## config.mk

```make
export PLATFORM = sky130hd
export DESIGN_NAME = mux_arbiter
export DESIGN_NICKNAME = d
export VERILOG_FILES = /design/src/rtl/mux_arb_pkg.sv /design/src/rtl/mux_arbiter_rr_pick.sv /design/src/rtl/mux_arbiter.sv
export SDC_FILE = /design/constraint.sdc
export NUM_CORES = 1
export LEC_CHECK = 0
export CAP_MARGIN = 20
export CORE_MARGIN = 4
export CORE_UTILIZATION = 52
export CTS_BUF_LIST = sky130_fd_sc_hd__clkbuf_8 sky130_fd_sc_hd__clkbuf_16
export DETAILED_ROUTE_END_ITERATION = 6
export PLACE_DENSITY = 0.78
export SETUP_SLACK_MARGIN = 0.5
export SLEW_MARGIN = 20
export SYNTH_ARGS = -nofsm -noshare
export SYNTH_HDL_FRONTEND = slang
export SYNTH_SLANG_ARGS = --single-unit
```

## constraint.sdc

```tcl
create_clock -name clk -period 3.45 [get_ports clk]
set_clock_uncertainty 0.05 [all_clocks]
set_input_delay 0.69 -clock clk [delete_from_list [all_inputs] [get_ports clk]]
set_output_delay 0.69 -clock clk [all_outputs]
set_load 0.02 [all_outputs]
```

## src/rtl/mux_arb_pkg.sv

```systemverilog
// Shared definitions for the round-robin mux arbiter: state encoding,
// requester count, index width and a one-hot helper.
package mux_arb_pkg;

   localparam int N_REQ = 4;
   localparam int IDX_W = 2;

   localparam logic [1:0] ST_IDLE  = 2'd0;
   localparam logic [1:0] ST_GRANT = 2'd1;
   localparam logic [1:0] ST_GAP   = 2'd2;

   // Turn a requester index into its one-hot grant vector.
   function automatic logic [N_REQ-1:0] idx_to_onehot(input logic [IDX_W-1:0] idx);
      logic [N_REQ-1:0] oh;
      oh      = '0;
      oh[idx] = 1'b1;
      return oh;
   endfunction

endpackage

```

## src/rtl/mux_arbiter_rr_pick.sv

```systemverilog
// Combinational round-robin picker. Searches last+1, last+2, last+3, last
// (mod 4) and returns the first requester that is set and not excluded.
module rr_pick
   import mux_arb_pkg::*;
(
   input  logic [N_REQ-1:0] req,
   input  logic [IDX_W-1:0] last,
   input  logic [N_REQ-1:0] excl,
   output logic             any,
   output logic [IDX_W-1:0] idx
);

   logic [N_REQ-1:0] cand;
   logic [IDX_W-1:0] pos;

   assign cand = req & ~excl;

   // Walk the search order; the first candidate found wins.
   always_comb begin
      // NOTE: every output of a combinational block gets a default first so no latch is inferred.
      any = 1'b0;
      idx = last;
      pos = '0;
      for (int k = 1; k <= N_REQ; k++) begin
         pos = last + IDX_W'(k);
         if (!any && cand[pos]) begin
            any = 1'b1;
            idx = pos;
         end
      end
   end

endmodule

```

## src/rtl/mux_arbiter.sv

```systemverilog
// Round-robin arbiter sharing one 4:1 single-bit mux among four requesters.
// Drives the registered mux select {s1,s0}, Enable and one-hot gnt, and gates
// the selected data bit onto y. Grants are bounded by a hold counter while
// another requester waits.
// Optional feature: define MUX_ARB_GAP_EN to insert one dead cycle
// (Enable=0) at every release (break-before-make between owners).
module mux_arbiter
   import mux_arb_pkg::*;
#(
   parameter int MAX_HOLD = 8,
   parameter int CNT_W    = 8
)
(
   input  logic             clk,
   input  logic             rst_n,
   input  logic [N_REQ-1:0] req,
   input  logic [N_REQ-1:0] d_in,
   output logic [N_REQ-1:0] gnt,
   output logic             s1,
   output logic             s0,
   output logic             Enable,
   output logic             y,
   output logic             busy
);

   localparam logic [CNT_W-1:0] HOLD_LAST = CNT_W'(MAX_HOLD - 1);

   logic [1:0]       state;
   logic [IDX_W-1:0] last;
   logic [CNT_W-1:0] hold_cnt;
   logic [IDX_W-1:0] owner;
   logic [N_REQ-1:0] owner_oh;
   logic             hold_end;
   logic             others;
   logic             rel_a;
   logic             rel_b;
   logic [N_REQ-1:0] excl;
   logic             pick_any;
   logic [IDX_W-1:0] pick_idx;

   assign owner    = {s1, s0};
   assign owner_oh = idx_to_onehot(owner);
   assign hold_end = (hold_cnt == HOLD_LAST);
   assign others   = |(req & ~owner_oh);

   // Release conditions: owner dropped its request (a) takes precedence over
   // hold expiry with a competitor waiting (b); only (b) excludes the owner.
   assign rel_a = (state == ST_GRANT) && !req[owner];
   assign rel_b = (state == ST_GRANT) && hold_end && others && !rel_a;
   assign excl  = rel_b ? owner_oh : '0;

   rr_pick u_pick (
      .req  (req),
      .last (last),
      .excl (excl),
      .any  (pick_any),
      .idx  (pick_idx)
   );

   // Arbitration FSM with hold counter, round-robin pointer and output registers.
   always_ff @(posedge clk or negedge rst_n) begin
      if (!rst_n) begin
         state    <= ST_IDLE;
         gnt      <= '0;
         s1       <= 1'b0;
         s0       <= 1'b0;
         Enable   <= 1'b0;
         last     <= IDX_W'(N_REQ - 1);
         hold_cnt <= '0;
      end else begin
         // NOTE: state registers use non-blocking assignments so every register samples pre-edge values.
         case (state)
            ST_GRANT: begin
               if (rel_a || rel_b) begin
`ifdef MUX_ARB_GAP_EN
                  state  <= ST_GAP;
                  gnt    <= '0;
                  Enable <= 1'b0;
`else
                  if (pick_any) begin
                     state    <= ST_GRANT;
                     gnt      <= idx_to_onehot(pick_idx);
                     {s1, s0} <= pick_idx;
                     last     <= pick_idx;
                     hold_cnt <= '0;
                     Enable   <= 1'b1;
                  end else begin
                     state  <= ST_IDLE;
                     gnt    <= '0;
                     Enable <= 1'b0;
                  end
`endif
               end else begin
                  hold_cnt <= hold_end ? '0 : hold_cnt + 1'b1;
               end
            end
            default: begin
               if (pick_any) begin
                  state    <= ST_GRANT;
                  gnt      <= idx_to_onehot(pick_idx);
                  {s1, s0} <= pick_idx;
                  last     <= pick_idx;
                  hold_cnt <= '0;
                  Enable   <= 1'b1;
               end else begin
                  state  <= ST_IDLE;
                  gnt    <= '0;
                  Enable <= 1'b0;
               end
            end
         endcase
      end
   end

   // Data path and status: y is forced low whenever the mux is disabled.
   assign y    = Enable & d_in[owner];
   assign busy = (state == ST_GRANT) || (state == ST_GAP);

endmodule
```

After elaboration in Yosys (flattened, before gate mapping)
Cells that the tools add are included.

operators by class
  equality and inequality tests = 4
  mux-type cells = 47
  bitwise gates (word level) = 5
  add/sub/neg operators = 4
  $lt $le $gt $ge = 8
  reductions and logical operators = 17

operator list
  kind                                                         number
  two-way mux 8 bit                                            4
  two-way mux 1 bit                                            22
  less-than comparator 2 x 3 -> 1 bit (second input constant)  6
  two-way mux 2 bit                                            9
  two-way mux 4 bit                                            4
  binary-select mux 1 bit (select 2 bit)                       6
  logical AND 1 bit                                            9
  adder 8 x 1 -> 8 bit (second input constant)                 1
  AND 4 bit                                                    2
  == test 8 x 3 -> 1 bit (second input constant)               1
  NOT 4 bit                                                    2
  logical NOT 1 bit                                            5
  adder 2 bit (second input constant)                          2
  demux 1 bit (select 2 bit)                                   2
  >= comparator 2 x 1 -> 1 bit (second input constant)         2
  OR reduction 4 bit                                           1
  adder 2 x 1 -> 2 bit (second input constant)                 1
  == test 2 x 1 -> 1 bit (second input constant)               1
  == test 2 bit (second input constant)                        1
  logical OR 1 bit                                             2
  inequality test 2 x 1 -> 1 bit (second input constant)       1
  AND 1 bit                                                    1

word-level totals
  output and inout bits = 9
  bits in registers = 19
  logic and storage cells = 92

Longest topological paths before layout
  word-level depth = 31
  depth in mapped cells = 9

Cells and area by module
A second synthesis with hierarchy kept.

unflattened totals
  cell total of the unflattened synthesis = 129
  area, all modules = 1208.7 µm²

modules (own cells, without submodules)
  module       cells an instance  area an instance (µm²)  sequential area each (µm²)  times used
  mux_arbiter  112                1091.0                  427.9                       1
  rr_pick      17                 117.6                   0.0                         1

Least setup slack after synthesis
Ideal clock, no wire load.

  kind = input-to-reg
  from = in req[2]
  to = reg gnt[2]
  arrival time = 2557 ps
  stages on the path = 8
  setup slack = 721 ps
  library setup time = 122 ps
  path buffers = 1
  path through = clkbuf_1 -> mux2_2 -> o2bb2ai_1 -> nand4_2 -> or4_4 -> a31oi_1 -> o211ai_2 -> a32o_1

between the ends
  cells in the longest elaborated chain, start to end = 28

ends and longest elaborated chain
  what                                                                                                       line                                  text
  from (decl)                                                                                                mux_arbiter.sv:16                     input logic [N_REQ-1:0] req,
  binary-select mux 1 bit (select 2 bit)                                                                     mux_arbiter.sv:48                     assign rel_a = (state == ST_GRANT) && !req[owner];
  two-way mux 1 bit (not written as such)                                                                    mux_arbiter.sv:48
  logical NOT 1 bit                                                                                          mux_arbiter.sv:48
  logical AND 1 bit                                                                                          mux_arbiter.sv:48
  logical NOT 1 bit                                                                                          mux_arbiter.sv:49                     assign rel_b = (state == ST_GRANT) && hold_end && others && !rel_a;
  logical AND 1 bit                                                                                          mux_arbiter.sv:49
  two-way mux 4 bit                                                                                          mux_arbiter.sv:50                     assign excl = rel_b ? owner_oh : '0;
  NOT 4 bit                                                                                                  mux_arbiter_rr_pick.sv:16             assign cand = req & ~excl;
  (+12 left out)                                                                                             --
  two-way mux 2 bit                                                                                          mux_arbiter_rr_pick.sv:26             if (!any && cand[pos]) begin
  less-than comparator 2 x 3 -> 1 bit (not written as such) or >= comparator 2 x 1 -> 1 bit (tied branches)  mux_arb_pkg.sv:16                     oh[idx] = 1'b1;
  logical AND 1 bit (not written as such)                                                                    mux_arb_pkg.sv:16
  two-way mux 1 bit (not written as such)                                                                    mux_arb_pkg.sv:16
  demux 1 bit (select 2 bit)                                                                                 mux_arb_pkg.sv:16
  two-way mux 4 bit                                                                                          mux_arbiter.sv:80, mux_arbiter.sv:98
  two-way mux 4 bit                                                                                          mux_arbiter.sv:74                     if (rel_a || rel_b) begin
  two-way mux 4 bit                                                                                          mux_arbiter.sv:72                     case (state)
  to (signal assigned)                                                                                       mux_arbiter.sv:82                     gnt <= idx_to_onehot(pick_idx);
  to (signal assigned)                                                                                       mux_arbiter.sv:100                    gnt <= idx_to_onehot(pick_idx);
  to (decl)                                                                                                  mux_arbiter.sv:18                     output logic [N_REQ-1:0] gnt,

Parallel ways exist; a longest one is shown, timed or not. The select of a mux whose other input is x is not followed.
A chain may end at the register's enable or synchronous reset.

Worst setup path after layout
  from = in req[0]
  to = reg gnt[2]

The elaborated chain is that of the path after synthesis.

==> flow_metrics.py <==
metrics = {
    "run_status": {
        "run_status": "finished clean",
    },
    "floorplanning": {
        "num_rows": 16,
        "coreArea_mm2": 0.002042,
        "io_pins": 19,
        "die_area_mm2": 0.003036,
        "die_y_um": 55.10,
        "start_util_pct": 56.50,
        "chipWidth_um": 55.10,
    },
    "detailed_routing": {
        "vias": 1088,
        "drtIter0Drc": 22,
        "routed_via_density": 6.253,
        "ant_nets": 0,
        "drc": 0,
        "drt-wirelength-per-cell_um": 15.38,
        "drt_first_pass_iters": 4,
        "drt_wl_total_um": 2676,
    },
    "finish": {
        "syn_to_final_growth_pct": 25.27,
        "fin_nets": 159,
        "fin_area_mm2": 0.001445,
        "layout-drive-gt1-share_pct": 15.65,
        "antennaDiodeCount": 0,
        "multiInputGateArea_um2": 699.4,
        "seq_area_um2": 427.9,
        "nFillCells": 174,
    },
    "place": {
        "gp_congestion": 0.8977,
        "place_area_mm2": 0.001374,
        "port_buffers": 18,
        "hpwlAfterDp_um": 1888,
    },
    "synthesis": {
        "yosys.area.top_type_share_pct": 32.54,
        "syn-instance-count": 126,
        "avgSynthCellArea_um2": 9.156,
        "synth_edf_count": 0,
        "synthSimpleGateAreaFrac_pct": 25.81,
        "synth_xor_area_share_pct": 0.7592,
        "async_flop_share_pct": 100.0,
        "syn_nets": 137,
        "ys_seq_elements": 17,
        "synth-compound-area-share_pct": 26.03,
        "netlist_top_cells_count": "15 x dfrtp_1, 13 x o21ai_0, 11 x nor2_1",
        "yosysUniqueCellTypes": 48,
        "synthTopCellsByArea": "dfrtp_1 33%, o21ai_0 5.6%, dfstp_2 4.6%, nor2b_1 3.8%, nor2_1 3.6%",
        "synthAdderAreaFrac_pct": 1.085,
        "yosys_warnings": 0,
        "yosysSeqAreaShare_pct": 37.09,
        "synth_top_family_by_area": "compound AO/OA/AOI/OAI gates",
        "synth.most_common_cell": "dfrtp_1",
        "synth_top_area_cell": "dfrtp_1",
        "syn_area_mm2": 0.001154,
        "synth.mux.area_fraction_pct": 5.531,
        "ys.flop_type": "dfrtp_1",
    },
    "grt": {
        "antenna_found_initial": 0,
        "overflow": 0,
        "grt_usage_pct": 19.54,
        "grt_pass1_wl_um": 4312,
        "first_global_vias": 1011,
        "grt_max_degree": 18,
    },
    "clock_tree": {
        "cts.sinks": 17,
        "clock_path_buffers": 2,
        "h-tree-depth": 1,
        "cts_root_buffer": "clkbuf_8",
        "numCtsBuffers": 3,
        "path_clk_slew_ns": 0.07,
        "clock_latency_ns": 0.26,
        "cts_tree": "done",
    },
    "sta": {
        "period_share_pct": 82.44,
        "relSlewSlack_pct": 48.87,
        "finalMaxSlewViolations": 0,
        "setup_viol": 0,
        "setup_tns_ns": 0,
        "worstMarginPinSlew_ns": 0.7646,
        "hold_violations": 0,
        "rsz0062_at_grt": "no",
        "period_minus_slack_ns": 2.844,
        "timing.fmax_mhz": 351.6,
    },
    "critical_path": {
        "arrival_ns": 2.93,
        "start_kind": "input port",
        "worstReg2RegEnd": "gnt[2]$_DFFE_PN0P_",
        "critPathSlowestCell": "or4_4",
        "worstPathMaxFanout": 6,
        "cp.depth": 9,
        "crit_chain": "clkdlybuf4s50_1 -> buf_4 -> nor2_1 -> nand3_1 -> nand4_2 -> or4_4 -> a41oi_2 -> o211ai_2 -> a32o_1",
        "required_ns": 3.53,
        "worstReg2RegStart": "hold_cnt[3]$_DFF_PN0_",
        "crit_path_end_kind": "register",
        "reg2regPathDepth": 7,
        "r2r_slack_ns": 0.73,
        "critPathLaunch": "req[0]",
        "crit_end": "gnt[2]$_DFFE_PN0P_",
        "crit_type": "in2reg",
        "critPathMaxStageDelay_ns": 0.52,
        "cpLargestDelayFamily": "simple AND/OR/NAND/NOR gates",
        "crit_buf_inv": 2,
    },
    "power": {
        "p_leak_nw": 0.5822,
        "p_per_area_mw_per_mm2": 721.6,
        "peakVddDrop_v": 0.0006556,
    },
    "min_path": {
        "min_from": "hold_cnt[7]$_DFF_PN0_",
        "hold_class": "reg2reg",
    },
    "flow_run": {
        "maxCapViolations": 0,
    },
}
[state kept, by name (all words and copies together), names as in the netlist]
name,count
Enable,1
s1,1
last,2
s0,1
gnt,4
hold_cnt,8
[logic make-up after synthesis]
family	count (synthesis)
and+or+nand+nor	51
AOI/OAI and AO/OA	41
buffers and inverters	10
adders and majority gates	1
DFF	17
xor gates and xnor gates	1
muxes	5
[power breakdown]
part           leakage (nW)  internal, mW  switching [mW]
clock network        0.0255        0.0802          0.0698
logic                 0.342         0.264           0.274
registers             0.215         0.264          0.0918
[stage by stage]
stage | utilization [%] | hold slack [ns] | std cells | total power, mW | setup WS (ns)
final | 70.77 | 0.4476 | 174 | 1.043 | 0.6057
after global routing | 70.77 | 0.4732 | 174 | 1.110 | 0.4902
after CTS | 69.79 | 0.4455 | 173 | 1.028 | 0.4972
after detailed placement | 67.28 | 0.4306 | 169 | 0.8730 | 0.1330
after global placement | 67.28 | 0.4302 | 169 | 0.8617 | 0.2137
after floorplan | - | 0.3444 | 126 | 0.6972 | 0.7210
[routing by layer]
metal | wire [µm] | share of wire, % | GRT usage [%] | vias up
li1 | - | - | - | 515
met1 | 1232 | 46 | 24.54 | 531
met2 | 1252 | 47 | 32.48 | 37
met3 | 163 | 6.1 | 4.826 | 5
met4 | 27 | 1.0 | 6.883 | 0
met5 | 0 | 0 | 0 | -
[worst min path at each step]
stage,endpoint,slack [ns],cells past startpoint
after floorplan,Enable$_DFFE_PN0P_,0.34,0
after global placement,hold_cnt[7]$_DFF_PN0_,0.43,1
after detailed placement,hold_cnt[7]$_DFF_PN0_,0.43,1
after CTS,hold_cnt[7]$_DFF_PN0_,0.45,1
after global routing,hold_cnt[7]$_DFF_PN0_,0.47,1
final,hold_cnt[7]$_DFF_PN0_,0.45,1
[cells in the final DEF (no fill, tap or decap), types with 2 or more instances in the layout]
cell type	count
inv_1	3
and3_1	3
a22o_1	3
o21ai_0	13
nand3_1	4
or4_4	2
buf_4	6
dfrtp_1	15
clkbuf_8	3
clkdlybuf4s50_1	16
nor3b_1	2
nor2b_1	7
o311a_1	2
mux2i_1	3
dfstp_2	2
o31ai_1	4
and2_1	4
nand2_1	8
nand2b_1	3
a32o_1	2
nor2_1	11
[final cells by class]
class,count,area share (%)
inverters,3,0.7792
well taps,27,2.338
repair buffers,24,15.67
clock inverters,1,0.3463
multi-input cells,99,48.40
flip-flops and latches,17,29.61
clock buffers,3,2.857
[what timing repair did]
action                     4_1_cts  5_1_grt
buffers inserted                 0        1
resized for setup                2        3
hold buffers                     0        0
pin swaps                        0        2
setup endpoints to repair        4        6
No activity file was read; power rests on OpenSTA's default activity.
